[config.mk]
export PLATFORM = sky130hd
export DESIGN_NAME = conv_mac_stream
export DESIGN_NICKNAME = d
export VERILOG_FILES = /design/src/rtl/conv_pkg.sv /design/src/rtl/conv_mac_stream.sv
export SDC_FILE = /design/constraint.sdc
export NUM_CORES = 1
export LEC_CHECK = 0
export BUFFER_PORTS_ARGS = -buffer_cell sky130_fd_sc_hd__buf_2
export CAP_MARGIN = 20
export CORE_MARGIN = 3
export CORE_UTILIZATION = 67
export CTS_CLUSTER_DIAMETER = 40
export DETAILED_ROUTE_END_ITERATION = 7
export PLACE_DENSITY_LB_ADDON = 0.3
export REMOVE_ABC_BUFFERS = 1
export SYNTH_ARGS = -nofsm -noshare
export SYNTH_HDL_FRONTEND = slang
export SYNTH_SLANG_ARGS = --single-unit
[constraint.sdc]
create_clock -name clk -period 9 [get_ports clk]
set_input_delay 0.45 -clock clk [delete_from_list [all_inputs] [get_ports clk]]
set_output_delay 0.45 -clock clk [all_outputs]
set_load 0.05 [all_outputs]
[src/rtl/conv_pkg.sv]
// Shared types and default sizing for the convolution MAC stage and its output FIFO.
// The optional ReLU clamp is selected by the CONV_MAC_RELU_EN macro in conv_mac_stream.
package conv_pkg;

  localparam int INW   = 8;
  localparam int K     = 3;
  localparam int OUTW  = 24;
  localparam int NTAPS = K * K;

  typedef logic signed [INW-1:0]   pixel_t;
  typedef logic signed [INW-1:0]   weight_t;
  typedef logic signed [2*INW-1:0] prod_t;
  typedef logic signed [OUTW-1:0]  result_t;

  function automatic result_t sext_prod(input prod_t p);
    return {{(OUTW - 2*INW){p[2*INW-1]}}, p};
  endfunction

endpackage

[src/rtl/conv_mac_stream.sv]
// Streaming multiply-accumulate: K*K signed {weight,pixel} pairs -> one OUTW-bit window sum.
// Define CONV_MAC_RELU_EN to clamp negative window sums to zero at the output register.
module conv_mac_stream #(
  parameter int INW  = conv_pkg::INW,
  parameter int K    = conv_pkg::K,
  parameter int OUTW = conv_pkg::OUTW
) (
  input  logic              clk,
  input  logic              reset,
  input  logic [2*INW-1:0]  IN_AXIS_TDATA,
  input  logic              IN_AXIS_TVALID,
  output logic              IN_AXIS_TREADY,
  output logic [OUTW-1:0]   OUT_AXIS_TDATA,
  output logic              OUT_AXIS_TVALID,
  input  logic              OUT_AXIS_TREADY
);
  import conv_pkg::*;

  localparam int NT = K * K;
  localparam int CW = (NT > 1) ? $clog2(NT) : 1;

  if (OUTW < 2*INW + $clog2(K*K)) begin : g_outw_check
    $error("conv_mac_stream: OUTW too narrow to hold K*K full-scale products");
  end

  logic                   r_p_valid;
  logic signed [2*INW-1:0] r_p;
  logic [OUTW-1:0]        r_acc;
  logic [CW-1:0]          r_cnt;
  logic [OUTW-1:0]        r_out_data;
  logic                   r_out_valid;

  logic                   w_adv;
  logic                   w_in_fire;
  logic                   w_last;
  logic signed [INW-1:0]  w_weight;
  logic signed [INW-1:0]  w_pixel;
  logic signed [2*INW-1:0] w_prod;
  logic [OUTW-1:0]        w_p_ext;
  logic [OUTW-1:0]        w_sum;
  logic [OUTW-1:0]        w_final;

  // A held result freezes every stage, so the input side stalls with it.
  assign w_adv     = !r_out_valid || OUT_AXIS_TREADY;
  assign w_in_fire = IN_AXIS_TVALID && w_adv;

  assign w_weight = IN_AXIS_TDATA[2*INW-1:INW];
  assign w_pixel  = IN_AXIS_TDATA[INW-1:0];
  assign w_prod   = w_weight * w_pixel;

  assign w_p_ext = {{(OUTW - 2*INW){r_p[2*INW-1]}}, r_p};
  assign w_sum   = r_acc + w_p_ext;
  assign w_last  = (r_cnt == CW'(NT - 1));

`ifdef CONV_MAC_RELU_EN
  assign w_final = w_sum[OUTW-1] ? '0 : w_sum;
`else
  assign w_final = w_sum;
`endif

  always_ff @(posedge clk) begin
    if (reset) begin
      r_p_valid   <= 1'b0;
      r_p         <= '0;
      r_acc       <= '0;
      r_cnt       <= '0;
      r_out_data  <= '0;
      r_out_valid <= 1'b0;
    end else if (w_adv) begin
      r_p_valid <= w_in_fire;
      if (w_in_fire) begin
        r_p <= w_prod;
      end
      // Advancing with valid high implies a handshake, so valid only survives via a new load.
      r_out_valid <= r_p_valid && w_last;
      if (r_p_valid) begin
        if (w_last) begin
          r_out_data <= w_final;
          r_acc      <= w_sum;
          r_cnt      <= '0;
        end else begin
          r_acc <= (r_cnt == '0) ? w_p_ext : w_sum;
          r_cnt <= r_cnt + CW'(1);
        end
      end
    end
  end

  assign IN_AXIS_TREADY  = w_adv;
  assign OUT_AXIS_TDATA  = r_out_data;
  assign OUT_AXIS_TVALID = r_out_valid;

endmodule
Word level (Yosys, flattened, before mapping) --
Index checks and enable logic that the tools add are counted.
Storage, ports and cells: register bits 70, input port bits 20, logic and storage cells 21, output and inout bits 26
Operators by class: reduce and logical (&&, ||, !) cells 8, equality and inequality tests 1, multiply operators 1, add/subtract/negate cells 2, mux-type cells 3
Operators with widths (number):
- $mux 24 | 2
- $add 24x24->24 | 1
- $mul 8x8->16 | 1
- $add 4x1->4 const B | 1
- $eq 4x4->1 const B | 1
- $logic_not 4->1 | 1
- $mux 4 | 1
- $reduce_and 2->1 | 2
- $reduce_and 3->1 | 1
- $logic_and 1x1->1 | 2
- $logic_not 1->1 | 1
- $logic_or 1x1->1 | 1

Logic depth before layout (Yosys ltp) --
Gate-level depths: netlist of run 1.
depth after elaboration 4, gate-level depth with buffers 17, mapped depth without buffers 17

Worst setup path after synthesis of run 1 --
OpenSTA, ideal clock, no wires.
path type input port to flip-flop, from in IN_AXIS_TDATA[11], to reg r_p[15], stages on the path 17, setup slack 4678 ps, arrival time 4235 ps, data required time 8913 ps, cells stage by stage and2_1 > fa_1 > inv_1 > fa_1 > inv_1 > fa_1 > inv_1 > fa_1 > inv_1 > ha_1 > o21a_1 > a21oi_1 > o21ai_0 > a211oi_1 > a21oi_1 > xnor2_1 > o31ai_1
On the way: word-level cells in the longest chain between the ends 1
Ends and longest elaborated chain:
- from (decl) | RTL line conv_mac_stream.sv:10 | input logic [2*INW-1:0] IN_AXIS_TDATA,
- $mul 8x8->16 | RTL line conv_mac_stream.sv:49 | assign w_prod = w_weight * w_pixel;
- to (signal assigned) | RTL line conv_mac_stream.sv:72 | r_p <= w_prod;
- to (decl) | RTL line conv_mac_stream.sv:27 | logic signed [2*INW-1:0] r_p;
No other way between the ends. A chain may end at the register's enable or synchronous reset.

Final worst setup path of run 1 --
from in IN_AXIS_TDATA[4], to reg r_p[15]
Same word-level chain as after synthesis.

==> metrics.yaml, run 1 <==
status: "completed"
nNetsFinal: 890
syn_area_sq_um: 6260
fillers: 642
dp_hpwl_um: 11200
grt_pass1_vias: 5169
worstSkewPairLatency_ns: 0.36
reg2reg_depth: 10
final_max_slew_viol_count: 0
die-width_um: 103
fin_crit_ns: 4.57
die_y_um: 103
hold_buffers: 0
tightest_slew_ns: 0.826
cts_buffers: 9
synthSimpleGateAreaFrac: 0.166
grt_pass1_wl_um: 24400
cts_tree: "yes"
critPathLaunchType: "input port"
fmax_mhz: 219
grt_busiest_layer: "met2"
leakage_nw: 3.16
grt_max_degree: 42
total_power_w: 0.00149
antenna_found_initial: 0
htree_num_levels: 3
start_util: 0.704
dpl_cell_area_sq_um: 6550
drive_gt1_frac: 0.109
synthTopCellsByArea: "dfxtp_1 22%, fa_1 18%, ha_1 11%, inv_1 5.3%, nand2_1 5.0%"
via_count: 5315
async_flop_share: 0
gp_congestion: 0.915
hold_viol_final: 0
viasPerCell: 6.10
slew_headroom: 0.449
hold_path.class: "input port to flip-flop"
min_period_over_period: 0.507
cp.required_ns: 9.24
powerDensity_nw_per_um2: 220
whs_path_depth: 3
antenna_cells: 0
grt_use_met2: 0.498
critical_path_class: "input port to flip-flop"
stdcell_area_sq_um: 6800
synth_cell_type_count: 69
synth_xor_area_frac: 0.0476
num_io_pins: 46
grt.overflow.total: 0
detail-route-antenna-nets: 0
cap_violations: 0
yosysMostFrequentCell: "inv_1"
finalWirelength_um: 14700
synth-edff-count: 0
cts.sinks: 70
met3_usage: 0.0419
cp.arrival_ns: 4.81
cts_setup_buffers: 0
final.setup_skew_ns: 0.0173
synthCells: 722
path_max_fanout: 8
setup_viol: 0
synth_compound_area_frac: 0.204
peakVddDrop_v: 0.000108
met1_usage: 0.379
dr.first_iter.drc_count: 375
yosys_warnings: 0
cp-end-kind: "flip-flop"
dieArea_sq_um: 10500
synth-seq-cells: 70
final.setup.tns_ns: 0
dr.pass1.iters: 6
clk_pin_slew_ns: 0.07
ctsResizeCount: 0
seq_area_frac_synth: 0.224
seqCellArea_sq_um: 1400
rsz0062_at_grt: "false"
multi_input_area_sq_um: 4430
synthTopCellsByCount: "88 x inv_1, 84 x nand2_1, 70 x dfxtp_1"
grtUsageTotal: 0.293
post_synth.cell_area_avg_sq_um: 8.66
synth_top_area_frac: 0.224
muxShareOfSynthArea: 0.00340
synth_largest_area_cell: "dfxtp_1"
cts_buffer_depth: 2
synthToLayoutAreaGrowth_pct: 8.66
synthAdderAreaFrac: 0.287
routedWlPerCell_um: 16.9
ys.flop_type: "dfxtp_1"
drc: 0
io_buffers: 45
synth_top_family_by_area: "adder cells"
r2r_slack_ns: 6.29
cts_root_buffer: "clkbuf_8"
core_sq_um: 8890
rows: 34
[cell type report]
cell class | count | share of cell area
Sequential cell | 70 | 0.206
Tap cell | 108 | 0.0199
Timing Repair Buffer | 49 | 0.0375
Inverter | 88 | 0.0486
Multi-Input combinational cell | 542 | 0.652
Clock buffer | 10 | 0.0202
Clock inverter | 5 | 0.0158
[layer usage]
layer | up-vias | part of all wire
li1 | 2548 | -
met1 | 2526 | 0.42
met2 | 207 | 0.49
met3 | 34 | 0.058
met4 | 0 | 0.028
met5 | - | 0
[report_power, final]
part | switching (W) | internal (W)
clock | 0.000122 | 0.000191
combinational | 0.000469 | 0.000346
sequential | 0.0000288 | 0.000338
total | 0.000620 | 0.000875
[cell families after synthesis]
group | Yosys count
buffers and inverters | 110
multiplexers | 2
XOR/XNOR | 34
flip-flops | 70
AND/OR/NAND/NOR | 211
AO/OA/AOI/OAI | 185
adder cells (fa/ha/maj) | 110
[state kept, by name (all words and copies together), names as in the netlist]
name and flops:
r_acc 24, OUT_AXIS_TDATA 24, OUT_AXIS_TVALID 1, r_p 16, r_cnt 4, r_p_valid 1
[through the flow]
stage / hold WS (ns) / utilization / std cells / setup slack (ns)
finish: 0.391 / 0.765 / 872 / 4.43
floorplan: 0.430 / - / 700 / 4.67
global placement: 0.431 / 0.737 / 857 / 4.35
global route: 0.378 / 0.765 / 872 / 4.32
CTS: 0.378 / 0.765 / 872 / 4.53
detailed placement: 0.443 / 0.737 / 857 / 4.18
[cells in the final DEF (no fill, tap or decap), types with 5 or more instances in the layout]
master / count
a211oi_1: 12
a21o_1: 9
a21oi_1: 47
a22o_1: 19
a311oi_1: 6
a31oi_1: 9
and2_1: 41
buf_2: 45
clkbuf_8: 10
dfxtp_1: 70
fa_1: 56
ha_1: 54
inv_1: 88
nand2_1: 84
nand2b_1: 5
nand3_1: 10
nor2_1: 35
nor2b_1: 6
nor3_1: 5
o211ai_1: 5
o21a_1: 7
o21ai_0: 28
o31ai_1: 5
xnor2_1: 26
xor2_1: 8
[final timing paths]
| kind | from | to |
|---|---|---|
| setup / recovery | IN_AXIS_TDATA[4] | r_p[15] |
| hold / removal | OUT_AXIS_TREADY | r_p_valid |
| setup reg to reg | r_p[0] | r_acc[16] |
| hold reg to reg | OUT_AXIS_TDATA[16] | OUT_AXIS_TDATA[16] |
[worst max-delay path, cell delays in order]
cell and delay [ns]:
buf_2 0.15, and2_1 0.17, fa_1 0.56, inv_1 0.06, fa_1 0.48, inv_1 0.06, fa_1 0.54, inv_1 0.07
fa_1 0.53, inv_1 0.04, ha_1 0.31, o21a_1 0.13, a21oi_1 0.19, o21ai_0 0.15, a211oi_1 0.38, a21oi_1 0.14
xnor2_1 0.16, o31ai_1 0.23
Note: power is estimated with default switching activity, not from simulation.
==> run 2: changes to the inputs <==
- CORE_UTILIZATION: 67 -> 62
- clock period: 9 -> 4.5 ns (I/O delays scaled with it)
==> run 2 against run 1 <==
Final cell count up 3.6%. Clock power rose by 56%. Worst hold slack lost 0.24 ns. Final area up 0.28%. Combinational power is 100% higher. Register-to-register slack lost 4.5 ns. Die area rose by 7.6%. Critical path type unchanged. Sequential power grew 100%. Flip-flop and latch count is the same. Largest power group unchanged.
==> metrics.yaml, run 2 (synthesized netlist as in run 1, its figures left out) <==
finalWirelength_um: 14300
cts_buffers: 9
viasPerCell: 5.78
nNetsFinal: 895
hold_buffers: 0
powerDensity_nw_per_um2: 418
gp_congestion: 0.898
io_buffers: 45
peakVddDrop_v: 0.000215
tightest_slew_ns: 0.740
reg2reg_depth: 10
htree_num_levels: 3
num_io_pins: 46
die_y_um: 106
cap_violations: 0
cp-end-kind: "flip-flop"
start_util: 0.640
die-width_um: 106
via_count: 5221
whs_path_depth: 3
cts_tree: "yes"
leakage_nw: 3.16
layout_commonest_cell: "inv_1"
setup_viol: 0
core_sq_um: 9770
rsz0062_at_grt: "false"
min_period_over_period: 0.927
fmax_mhz: 240
routedWlPerCell_um: 15.8
layout_common_cells: "88 x inv_1, 84 x nand2_1, 70 x dfxtp_1, 56 x fa_1, 54 x ha_1"
detail-route-antenna-nets: 0
grtUsageTotal: 0.261
cts_root_buffer: "clkbuf_8"
path_max_fanout: 8
fin_crit_ns: 4.17
clk_pin_slew_ns: 0.08
grt.overflow.total: 0
dp_hpwl_um: 11100
hold_viol_final: 0
status: "completed"
antenna_cells: 0
slew_headroom: 0.506
final.setup_skew_ns: 0.00783
final.setup.tns_ns: 0
post-route-util: 0.697
worstSkewPairLatency_ns: 0.36
antenna_found_initial: 0
grt_pass1_wl_um: 23900
synthToLayoutAreaGrowth_pct: 8.96
drc: 0
cp.arrival_ns: 4.44
ctsResizeCount: 0
fillers: 815
hold_path.class: "input port to flip-flop"
drive_gt1_frac: 0.116
grt_max_degree: 42
rows: 36
cp.required_ns: 4.77
grt_pass1_vias: 5106
cts.sinks: 70
final_max_slew_viol_count: 0
cts_buffer_depth: 2
critical_path_class: "input port to flip-flop"
dr.pass1.iters: 5
dr.first_iter.drc_count: 285
critPathLaunchType: "input port"
cts_setup_buffers: 0
dieArea_sq_um: 11300
## run 2: cell count changes in the layout (fill, tap and decap cells not counted)
cell,before,now
clkbuf_8,10,12
clkinvlp_4,0,1
bufinv_16,3,0
clkinv_2,0,1
buf_4,4,9
## run 2: stage by stage
step	cells	hold slack, ns	setup WS, ns	total power (W)	instance area (sq um)
detailed placement	887	0.443	-0.0282	0.00236	6620
global route	903	0.154	0.125	0.00310	6820
global placement	887	0.434	0.0721	0.00230	6620
CTS	903	0.144	0.340	0.00285	6820
floorplan	700	0.294	0.399	0.00200	6160
finish	903	0.149	0.328	0.00285	6820
## run 2: worst paths after layout
check / slack, ns / to / from
max: 0.33 / r_p[15] / IN_AXIS_TDATA[11]
min: 0.15 / r_p_valid / OUT_AXIS_TREADY
max reg2reg: 1.81 / r_acc[20] / r_p[0]
min reg2reg: 0.46 / OUT_AXIS_TDATA[7] / OUT_AXIS_TDATA[7]
## run 2: metal layers
metal	track usage	share of wire	up-vias	routed length, um
li1	-	-	2556	-
met1	0.324	0.44	2512	6330
met2	0.473	0.50	131	7130
met3	0.0376	0.044	22	629
met4	0.0694	0.016	0	222
met5	0	0	-	0
## run 2: cell type report
cell class	count	area, sq um	share of cell area
Inverter	88	330	0.0485
Tap cell	133	166	0.0244
Multi-Input combinational cell	542	4430	0.650
Sequential cell	70	1400	0.206
Clock buffer	12	165	0.0242
Timing Repair Buffer	54	293	0.0430
Clock inverter	4	30.0	0.00441
## run 2: report_power, final
| part | switching [W] | leakage (nW) | internal (W) |
|---|---|---|---|
| registers | 0.0000558 | 0.570 | 0.000675 |
| logic | 0.000922 | 2.49 | 0.000707 |
| clock network | 0.000243 | 0.0986 | 0.000246 |
## run 2: critical path, stage by stage
cell	delay [ns]
buf_2	0.14
and2_1	0.18
fa_1	0.53
inv_1	0.05
fa_1	0.49
inv_1	0.06
fa_1	0.52
inv_1	0.05
fa_1	0.52
inv_1	0.04
ha_1	0.30
o21a_1	0.13
a21oi_1	0.19
o21ai_0	0.18
a211oi_1	0.36
a21oi_1	0.14
xnor2_1	0.15
o31ai_1	0.18
==> run 3: changes to the inputs <==
- CORE_MARGIN: 3 -> 2
==> run 3 against run 2 <==
Clock power is 19% higher. Final cell count fell by 0.33%. Routed wire length is 1.8% lower. Critical path depth unchanged. Sequential power is essentially flat. Core utilization up 0.38 points. Setup slack worse by 0.029 ns. First-iteration DRC count shrank 22%. Clock skew is 0.0014 ns higher.
==> metrics.yaml, run 3 (synthesized netlist as in run 1, its figures left out) <==
status: "completed"
synthToLayoutAreaGrowth_pct: 9.56
routedWlPerCell_um: 15.6
rows: 36
antenna_found_initial: 0
cts_tree: "yes"
grt_pass1_wl_um: 24200
fin_ws_ns: 0.300
cp-end-kind: "flip-flop"
cts_root_buffer: "clkbuf_8"
final_max_slew_viol_count: 0
drive_gt1_frac: 0.113
finalWirelength_um: 14100
cp_top_family: "adder cells"
viasPerCell: 5.77
cp.required_ns: 4.77
worstSkewPairLatency_ns: 0.36
dp_cells: 883
nNetsFinal: 892
die_y_um: 104
critical_path_class: "input port to flip-flop"
antenna_cells: 0
cp.arrival_ns: 4.47
hold_path.class: "input port to flip-flop"
dp_worst_setup_slack_ns: -0.0833
crit_buf_inv: 5
num_io_pins: 46
finalNonFillerCells: 900
dr.pass1.iters: 5
grt_max_degree: 42
grtUsageTotal: 0.270
rsz0062_at_grt: "false"
clk_pin_slew_ns: 0.08
dieArea_sq_um: 10900
drc: 0
final.setup_skew_ns: 0.00921
slowest_delay_ns: 0.55
start_util: 0.640
grt.overflow.total: 0
fin_crit_ns: 4.20
total_power_w: 0.00296
cts.sinks: 70
peakVddDrop_v: 0.000224
dpl_cell_area_sq_um: 6590
hold_viol_final: 0
dr.first_iter.drc_count: 221
fmax_mhz: 238
fillers: 801
slew_headroom: 0.507
via_count: 5196
path_max_fanout: 8
detail-route-antenna-nets: 0
setup_viol: 0
leakage_nw: 3.16
htree_num_levels: 3
cts_buffers: 9
core_sq_um: 9770
powerDensity_nw_per_um2: 432
critPathLaunchType: "input port"
stdcell_area_sq_um: 6850
min_period_over_period: 0.933
crit_slowest_cell: "fa_1"
die-width_um: 104
cap_violations: 0
gp_congestion: 0.925
post-route-util: 0.701
path_cells: "buf_2, and2_1, fa_1, inv_1, fa_1, inv_1, fa_1, inv_1, fa_1, inv_1, ha_1, o21a_1, a21oi_1, o21ai_0, a211oi_2, a21oi_1, xnor2_1, o31ai_1"
io_buffers: 45
cts_buffer_depth: 2
dp_hpwl_um: 11100
grt_pass1_vias: 5197
tightest_slew_ns: 0.739
layout_commonest_cell: "inv_1"
layout_common_cells: "88 x inv_1, 84 x nand2_1, 70 x dfxtp_1, 56 x fa_1, 54 x ha_1"
## run 3: worst register-to-register path: stages, from the launching register on
cell	delay, ns
dfxtp_1	0.66
ha_1	0.41
a211oi_1	0.30
o21ai_0	0.16
a41o_1	0.28
nand2b_1	0.16
o211ai_2	0.23
mux2i_1	0.21
o22ai_1	0.09
## run 3: area by class of cell
class                           count  area (sq um)  area share
Inverter                           88           330      0.0482
Timing Repair Buffer               51           290      0.0424
Multi-Input combinational cell    542          4440       0.647
Sequential cell                    70          1400       0.204
Tap cell                          133           166      0.0243
Clock inverter                      6          92.6      0.0135
Clock buffer                       10           138      0.0201
## run 3: what timing repair did
action                     in CTS  in global routing
hold buffers                    0                  0
setup endpoints to repair       0                  1
resized for setup               0                  1
setup buffers                   0                  0
## run 3: worst paths after layout
| path | start | to | slack [ns] | depth (start not counted) |
|---|---|---|---|---|
| max | IN_AXIS_TDATA[11] | r_p[15] | 0.30 | 18 |
| min | OUT_AXIS_TREADY | r_p_valid | 0.15 | 3 |
| max reg2reg | r_p[15] | r_acc[23] | 1.86 | 8 |
| min reg2reg | OUT_AXIS_TDATA[7] | OUT_AXIS_TDATA[7] | 0.46 | 2 |
## run 3: power breakdown
group	internal, W	switching [W]
sequential	0.000675	0.0000547
combinational	0.000700	0.000950
clock	0.000331	0.000252
## run 3: metal layers
| metal | routed length, um | vias to the layer above | GRT usage | part of all wire |
|---|---|---|---|---|
| met3 | 670 | 31 | 0.0301 | 0.048 |
| met2 | 6920 | 147 | 0.464 | 0.49 |
| li1 | - | 2544 | - | - |
| met1 | 6110 | 2474 | 0.339 | 0.43 |
| met5 | 0 | - | 0 | 0 |
| met4 | 357 | 0 | 0.129 | 0.025 |
## run 3: metrics by stage
step | setup TNS [ns] | hold slack (ns)
3_3_place_gp | 0 | 0.431
5_1_grt | 0 | 0.181
6_report | 0 | 0.146
4_1_cts | 0 | 0.137
3_5_place_dp | -0.0833 | 0.443
2_1_floorplan | 0 | 0.294
